==> config.mk <==
export PLATFORM = sky130hd
export DESIGN_NAME = mem_port_arbiter
export DESIGN_NICKNAME = d
export VERILOG_FILES = /design/src/rtl/arb_pkg.sv /design/src/rtl/arb_priority_picker.sv /design/src/rtl/mem_port_arbiter.sv
export SDC_FILE = /design/constraint.sdc
export NUM_CORES = 1
export LEC_CHECK = 0
export CORE_MARGIN = 4
export CORE_UTILIZATION = 35
export CTS_CLUSTER_DIAMETER = 60
export DETAILED_ROUTE_END_ITERATION = 10
export PLACE_DENSITY_LB_ADDON = 0.15
export SLEW_MARGIN = 10
export SYNTH_ARGS = -nofsm -noshare
export SYNTH_HDL_FRONTEND = slang
export SYNTH_SLANG_ARGS = --single-unit
==> constraint.sdc <==
create_clock -name clk_i -period 1.4 [get_ports clk_i]
set_clock_uncertainty 0.15 [all_clocks]
set_input_delay 0.35 -clock clk_i [delete_from_list [all_inputs] [get_ports clk_i]]
set_output_delay 0.35 -clock clk_i [all_outputs]
set_load 0.05 [all_outputs]
==> src/rtl/arb_pkg.sv <==
// Shared constants and state encoding for the memory port arbiter.
package arb_pkg;

  localparam int unsigned NUM_REQ_DEFAULT = 3;
  localparam int unsigned REQ_DBG         = 0;
  localparam int unsigned REQ_DMEM        = 1;
  localparam int unsigned REQ_IMEM        = 2;

  typedef enum logic [1:0] {
    ARB_IDLE,
    ARB_ISSUE,
    ARB_WAIT
  } arb_state_e;

endpackage

==> src/rtl/arb_priority_picker.sv <==
// Combinational winner selection for the memory port arbiter.
// Fixed priority, lowest index wins. With ARB_ROUND_ROBIN_EN defined, debug keeps
// absolute priority and the data/instruction ports alternate when both request.
module arb_priority_picker
  import arb_pkg::*;
#(
  parameter int unsigned  NUM_REQ = NUM_REQ_DEFAULT,
  localparam int unsigned IdxW    = $clog2(NUM_REQ)
) (
  input  logic [NUM_REQ-1:0] req_i,
`ifdef ARB_ROUND_ROBIN_EN
  // 1: instruction port is due next, 0: data port is due next
  input  logic               rr_ptr_i,
`endif
  output logic [IdxW-1:0]    idx_o,
  output logic               valid_o
);

  // Lowest set index wins; round-robin override applies only to the 1-vs-2 tie.
  always_comb begin
    idx_o   = '0;
    valid_o = |req_i;
    for (int i = NUM_REQ - 1; i >= 0; i--) begin
      if (req_i[i]) idx_o = IdxW'(i);
    end
`ifdef ARB_ROUND_ROBIN_EN
    if (!req_i[REQ_DBG] && req_i[REQ_DMEM] && req_i[REQ_IMEM] && rr_ptr_i) begin
      idx_o = IdxW'(REQ_IMEM);
    end
`endif
  end

endmodule

==> src/rtl/mem_port_arbiter.sv <==
// Shares one memory port between debug SBA (0), core data (1) and core fetch (2).
// One transaction at a time: IDLE picks and latches, ISSUE holds mem_req until
// mem_ready, WAIT routes the completion back to the owner.
// Optional macro ARB_ROUND_ROBIN_EN: alternate requesters 1 and 2 on contention.
module mem_port_arbiter
  import arb_pkg::*;
#(
  parameter int unsigned  NUM_REQ = NUM_REQ_DEFAULT,
  parameter int unsigned  ADDR_W  = 32,
  parameter int unsigned  DATA_W  = 32,
  localparam int unsigned BeW     = DATA_W / 8,
  localparam int unsigned IdxW    = $clog2(NUM_REQ)
) (
  input  logic                      clk_i,
  input  logic                      rst_ni,
  input  logic [NUM_REQ-1:0]        req_i,
  input  logic [NUM_REQ*ADDR_W-1:0] addr_i,
  input  logic [NUM_REQ*DATA_W-1:0] wdata_i,
  input  logic [NUM_REQ-1:0]        we_i,
  input  logic [NUM_REQ*BeW-1:0]    be_i,
  output logic [NUM_REQ-1:0]        gnt_o,
  output logic [NUM_REQ-1:0]        rvalid_o,
  output logic [DATA_W-1:0]         rdata_o,
  output logic                      busy_o,
  output logic [IdxW-1:0]           owner_o,
  output logic                      mem_req_o,
  output logic [ADDR_W-1:0]         mem_addr_o,
  output logic [DATA_W-1:0]         mem_wdata_o,
  output logic                      mem_we_o,
  output logic [BeW-1:0]            mem_be_o,
  input  logic                      mem_ready_i,
  input  logic                      mem_rvalid_i,
  input  logic [DATA_W-1:0]         mem_rdata_i
);

  arb_state_e          state_q, state_d;
  logic [IdxW-1:0]     owner_q, owner_d;
  logic [ADDR_W-1:0]   mem_addr_q, mem_addr_d;
  logic [DATA_W-1:0]   mem_wdata_q, mem_wdata_d;
  logic                mem_we_q, mem_we_d;
  logic [BeW-1:0]      mem_be_q, mem_be_d;
  logic [NUM_REQ-1:0]  rvalid_q, rvalid_d;
  logic [DATA_W-1:0]   rdata_q, rdata_d;

  logic [IdxW-1:0]     pick_idx;
  logic                pick_valid;

  logic [ADDR_W-1:0]   addr_arr  [NUM_REQ];
  logic [DATA_W-1:0]   wdata_arr [NUM_REQ];
  logic [BeW-1:0]      be_arr    [NUM_REQ];

  for (genvar g = 0; g < NUM_REQ; g++) begin : g_unpack
    assign addr_arr[g]  = addr_i[g*ADDR_W +: ADDR_W];
    assign wdata_arr[g] = wdata_i[g*DATA_W +: DATA_W];
    assign be_arr[g]    = be_i[g*BeW +: BeW];
  end

`ifdef ARB_ROUND_ROBIN_EN
  logic rr_q, rr_d;

  // Remember which of the data/fetch ports was granted last.
  always_comb begin
    rr_d = rr_q;
    if (gnt_o[REQ_DMEM]) rr_d = 1'b1;
    if (gnt_o[REQ_IMEM]) rr_d = 1'b0;
  end

  // Round-robin pointer register.
  always_ff @(posedge clk_i or negedge rst_ni) begin
    if (!rst_ni) rr_q <= 1'b0;
    else         rr_q <= rr_d;
  end
`endif

  arb_priority_picker #(
    .NUM_REQ (NUM_REQ)
  ) u_picker (
    .req_i    (req_i),
`ifdef ARB_ROUND_ROBIN_EN
    .rr_ptr_i (rr_q),
`endif
    .idx_o    (pick_idx),
    .valid_o  (pick_valid)
  );

  // Next-state, transaction latch and the combinational grant pulse.
  always_comb begin
    state_d     = state_q;
    owner_d     = owner_q;
    mem_addr_d  = mem_addr_q;
    mem_wdata_d = mem_wdata_q;
    mem_we_d    = mem_we_q;
    mem_be_d    = mem_be_q;
    rvalid_d    = '0;
    rdata_d     = rdata_q;
    gnt_o       = '0;
    unique case (state_q)
      ARB_IDLE: begin
        // A stray mem_rvalid here is deliberately ignored.
        if (pick_valid) begin
          state_d     = ARB_ISSUE;
          owner_d     = pick_idx;
          mem_addr_d  = addr_arr[pick_idx];
          mem_wdata_d = wdata_arr[pick_idx];
          mem_we_d    = we_i[pick_idx];
          mem_be_d    = be_arr[pick_idx];
        end
      end
      ARB_ISSUE: begin
        if (mem_ready_i) begin
          gnt_o[owner_q] = 1'b1;
          state_d        = ARB_WAIT;
        end
      end
      ARB_WAIT: begin
        if (mem_rvalid_i) begin
          rvalid_d[owner_q] = 1'b1;
          rdata_d           = mem_rdata_i;
          state_d           = ARB_IDLE;
        end
      end
      default: state_d = ARB_IDLE;
    endcase
  end

  // State and datapath registers; reset aborts any transaction in flight.
  always_ff @(posedge clk_i or negedge rst_ni) begin
    if (!rst_ni) begin
      state_q     <= ARB_IDLE;
      owner_q     <= '0;
      mem_addr_q  <= '0;
      mem_wdata_q <= '0;
      mem_we_q    <= 1'b0;
      mem_be_q    <= '0;
      rvalid_q    <= '0;
      rdata_q     <= '0;
    end else begin
      state_q     <= state_d;
      owner_q     <= owner_d;
      mem_addr_q  <= mem_addr_d;
      mem_wdata_q <= mem_wdata_d;
      mem_we_q    <= mem_we_d;
      mem_be_q    <= mem_be_d;
      rvalid_q    <= rvalid_d;
      rdata_q     <= rdata_d;
    end
  end

  assign rvalid_o    = rvalid_q;
  assign rdata_o     = rdata_q;
  assign busy_o      = (state_q != ARB_IDLE);
  assign owner_o     = owner_q;
  assign mem_req_o   = (state_q == ARB_ISSUE);
  assign mem_addr_o  = mem_addr_q;
  assign mem_wdata_o = mem_wdata_q;
  assign mem_we_o    = mem_we_q;
  assign mem_be_o    = mem_be_q;

endmodule

After elaboration in Yosys (flattened, before gate mapping)
Cells that the tools add are included.
Word-level totals
  bits in registers: 108
  output and inout port bits: 111
Cells by class
  order comparisons: 4
  equality and inequality tests: 5
  mux-type cells: 24
  bitwise operators: 1
  reduce and logical (&&, ||, !) cells: 7
Operator list (count)
  $bmux 32 s2: 2
  $mux 32: 4
  $mux 2: 6
  $mux 3: 4
  $bmux 4 s2: 1
  $mux 4: 2
  $lt 2x3->1 const B: 2
  $pmux 2 s3: 1
  $ne 2x2->1 const B: 2
  $reduce_and 2->1: 2
  $ge 3x3->1 const B: 1
  $not 2->3: 1
  $reduce_and 3->1: 1
  $reduce_or 3->1: 1
  $bmux 1 s2: 1
  $demux 1 s2: 1
  $eq 2x1->1 const B: 1
  $eq 2x2->1 const B: 1
  $ge 2x1->1 const B: 1
  $logic_not 2->1: 1
  $mux 1: 2
  $ne 2x1->1 const B: 1
  $reduce_bool 2->1: 1
  $logic_and 1x1->1: 1

Logic depth before layout (Yosys ltp)
  word-level depth: 7
  gate-level depth with buffers: 7
  gate-level depth less buffers: 4

By module
Synthesis repeated with hierarchy kept, for this count alone.
Second synthesis, totals
  cell total of the unflattened synthesis: 549
  area total of the unflattened synthesis: 5582.9 µm²
Modules (own cells, without submodules)
  mem_port_arbiter: instances 1, cells an instance 546, area each 5562.8 µm²
  arb_priority_picker: instances 1, cells an instance 3, area each 20.0 µm²

Worst setup path before layout
No wires, ideal clock.
  path kind: flip-flop to output port
  from: register state_q[1]
  to: output port gnt_o[0]
  arrival: 2.088 ns
  data required time: 0.900 ns
  path slack: -1.188 ns
  cell stages (with the launch flop): 5
  path buffers: 0
  path through: dfrtp_1 nand2b_1 inv_1 nand2_1 nor3_1
Between the ends
  word-level cells in the longest chain between the ends: 2
RTL lines
  from (decl): RTL line mem_port_arbiter.sv:36  | arb_state_e state_q, state_d;
  from (signal assigned): RTL line mem_port_arbiter.sv:138  | state_q <= state_d;
  $eq 2x1->1
  net mem_req_o: RTL line mem_port_arbiter.sv:26  | output logic mem_req_o,
  $mux 3: RTL line mem_port_arbiter.sv:97  | unique case (state_q)
  to (decl): RTL line mem_port_arbiter.sv:21  | output logic [NUM_REQ-1:0] gnt_o,
The timed path passes the listed nets, and every way through them passes these cells.

Worst setup path after layout
  from: register state_q[1]
  to: output port gnt_o[0]
Between the ends
  word-level cells in the longest chain between the ends: 2
RTL lines (RTL line)
  $eq 2x1->1: mem_port_arbiter.sv:97
  $mux 3: mem_port_arbiter.sv:97
No other way between the ends.

==> flow_summary.yaml <==
synth:
  post_synth_and_or_nand_nor_area_fraction_pct: 23.2
  synthMuxAreaShare_pct: 5.95
  synth_cells: 647
  syn_nets: 893
  synth_top_family_by_area: "simple AND/OR/NAND/NOR gates"
  synth_xor_area_share_pct: 0
  netlist_area_sq_mm: 0.00606
  synth_warnings: 0
  syn_area_per_cell_sq_um: 9.36
  synthAdderAreaFrac_pct: 0
  synth_compound_area_share_pct: 20.7
  ys_seq_elements: 108
  synth-seq-area-share_pct: 44.6
  synth_top_area_share_pct: 44.6
  ys_types: 27
  yosys-top-cells-area: "dfrtp_1 (45%), o31ai_1 (8.4%), nand2b_1 (7.5%), mux2_2 (5.9%), a21oi_1 (5.9%)"
  synth_top_area_cell: "dfrtp_1"
route:
  wire_per_inst_um: 23.0
  drt_wl_total_mm: 30.7
  drtPass1Iterations: 4
  drt_iter0_markers: 356
  drcViolationCount: 0
  vias: 7137
  routed_via_density: 5.34
  postRouteAntennaNets: 0
critical_path:
  cp.depth: 5
  path_cells: "nand2b_4 -> clkinvlp_4 -> nand2_4 -> nor3_4 -> buf_12"
  worst_ep_arrival_time_ns: 1.47
  worstPathRequired_ns: 0.90
  crit_path_top_delay_cell: "dfrtp_1"
  crit_buf_inv: 2
  crit_fanout: 4
  max_stage_delay_ns: 0.43
  crit_family: "flip-flops"
  start_kind: "flop"
  path_class: "reg2out"
  reg2regPathDepth: 8
  worstSetupEndpointType: "output pin"
clock_network:
  cts_max_level: 3
  cts_made_buffers: 9
  clock-sinks: 108
  cts_tree: "done"
  cts-root-buf: "clkbuf_16"
  clk_latency_ns: 0.36
  cts.clk_slew.worst_paths_ns: 0.08
  clockBufferDepth: 2
floorplan:
  ios: 357
  die_x_um: 140
  core_area_sq_mm: 0.0168
  die_y_um: 140
  initial_utilization_pct: 36.1
  dieArea_sq_mm: 0.0195
  std_cell_rows: 47
finish:
  drive_gt1_share_pct: 43.2
  final_cell_mix: "clkdlybuf4s50_1 (241), buf_12 (135), buf_4 (99)"
  post-route-util_pct: 82.9
  mostFrequentLayoutCell: "clkdlybuf4s50_1"
  nNetsFinal: 1354
  area_delta_synth_final_pct: 129
power_and_ir_drop:
  powerDensity_mw_per_mm2: 2450
  clkPwrFrac_pct: 7.9
  p_sw_mw: 14.8
  pwr-share-comb_pct: 73.0
  intPower_mw: 19.3
  sequentialPowerShare_pct: 19.0
  cellLeakagePower_nw: 5.68
  swShare_pct: 43.4
  irDropWorstVdd_mv: 1.82
placement:
  gp_congestion: 0.809
  numPortBuffers: 356
  dp_hpwl_mm: 18.6
global_routing:
  antenna_found_initial: 3
  grt_max_degree: 46
  grt_pass1_wl_mm: 46.3
  grt_util_all_layers_pct: 30.6
  grt_overflow: 0
  first_global_vias: 7767
timing:
  setup_ws_ns: -0.575
  min_period_ns: 1.97
  final-hold-violation-count: 0
  max_slew_margin_pct: 57.1
  post-route-period-util_pct: 141
  rsz0062_at_grt: "yes"
  finalMaxSlewViolations: 0
  max_slew.worst_pin.slew_ns: 0.643
  setup-tns-final_ns: -34.29
  max_freq_mhz: 506
  setup_violations: 217
run_status:
  violations: "setup timing"
  outcome: "complete, but fails checks"
job:
  cap_viol_max_count: 0
min_path:
  min_path_type: "in2async"
[worst register-to-register path, stage by stage, from the launching register on]
cell and delay (ns):
dfrtp_2 0.45, nor2_2 0.16, buf_6 0.13, buf_6 0.11, nand2b_4 0.07, buf_12 0.13, buf_12 0.13, buf_16 0.15
o31ai_1 0.27
[power by group through the flow]
stage	sequential, mW	combinational (mW)	clock [mW]
finish	6.48	24.9	2.70
global route	6.64	25.7	2.86
CTS	6.41	23.9	2.72
detailed placement	6.41	17.4	0
global placement	6.33	17.2	0
floorplan	10.8	3.29	0
[metal layers]
| layer | share of wire, % | track usage (%) | routed length (um) | vias to the layer above |
|---|---|---|---|---|
| li1 | - | - | - | 3222 |
| met1 | 37 | 34.6 | 11300 | 3546 |
| met2 | 53 | 56.0 | 16200 | 306 |
| met3 | 7.0 | 7.17 | 2150 | 63 |
| met4 | 3.5 | 11.8 | 1070 | 0 |
| met5 | 0 | 0 | 0 | - |
[logic make-up (layout without fill, tap and decap cells)]
| family | count (synthesis) | count (layout) |
|---|---|---|
| mux | 32 | 32 |
| other cells | 0 | 3 |
| simple gates | 228 | 228 |
| buf+inv | 66 | 532 |
| compound gates | 213 | 213 |
| flops | 108 | 108 |
[flip-flops by register name, indices dropped and copies added (netlist names)]
| register | flops |
|---|---|
| owner_o | 2 |
| mem_wdata_o | 32 |
| mem_be_o | 4 |
| mem_we_o | 1 |
| state_q | 2 |
| rvalid_o | 3 |
| rdata_o | 32 |
| mem_addr_o | 32 |
[path summary, 6_finish.rpt]
kind                                            from                     endpoint  slack, ns
max in group asynchronous                     rst_ni   mem_wdata_o[8]$_DFFE_PN0P_       0.31
max reg2reg                   state_q[0]$_DFFE_PN0P_  mem_wdata_o[29]$_DFFE_PN0P_      -0.45
max                           state_q[1]$_DFFE_PN0P_                     gnt_o[0]      -0.57
min                                           rst_ni        rvalid_o[2]$_DFF_PN0_       0.26
min reg2reg                mem_addr_o[6]$_DFFE_PN0P_    mem_addr_o[6]$_DFFE_PN0P_       0.41
min in group clk_i         mem_addr_o[6]$_DFFE_PN0P_    mem_addr_o[6]$_DFFE_PN0P_       0.41
[per-stage QoR]
| stage | power (mW) | std cells | worst slack, ns | cell area, sq um | hold WS (ns) |
|---|---|---|---|---|---|
| after floorplan | 14.1 | 647 | -0.433 | 6160 | -0.0956 |
| after global placement | 23.6 | 1211 | -0.440 | 11300 | 0.0914 |
| after detailed placement | 23.8 | 1211 | -0.452 | 11300 | 0.0910 |
| after CTS | 33.1 | 1305 | -0.541 | 13700 | 0.258 |
| after global routing | 35.2 | 1336 | -0.627 | 13900 | 0.280 |
| final | 34.1 | 1336 | -0.575 | 13900 | 0.259 |
[synthesized netlist by cell type (all sizes together)]
library cell / number
clkbuf: 24
buf: 40
nor2b: 2
nand3b: 1
nand2b: 73
o21ba: 1
nor2: 76
a21oi: 71
dfrtp: 108
mux2: 32
o31ai: 68
nor3: 3
o41ai: 1
o21ai: 72
or3b: 69
inv: 1
nor3b: 1
nand2: 2
or2: 1
clkinv: 1
[cell type report]
type	instances	area, sq um
timing repair buffer	514	6590
multi-input combinational	473	3990
clock inverter	4	55.1
antenna	3	7.51
tap	220	275
inverter	2	16.3
clock buffer	12	246
fill	888	2870
sequential	108	2720
[what timing repair did]
item                       CTS  global route
setup endpoints to repair  215           218
resized for setup          267            14
setup buffers               60            30
cloned                      18             0
hold endpoints to repair    33             0
hold buffers                 1             0
pin swaps                   86             2
No activity file was read; power rests on OpenSTA's default activity.
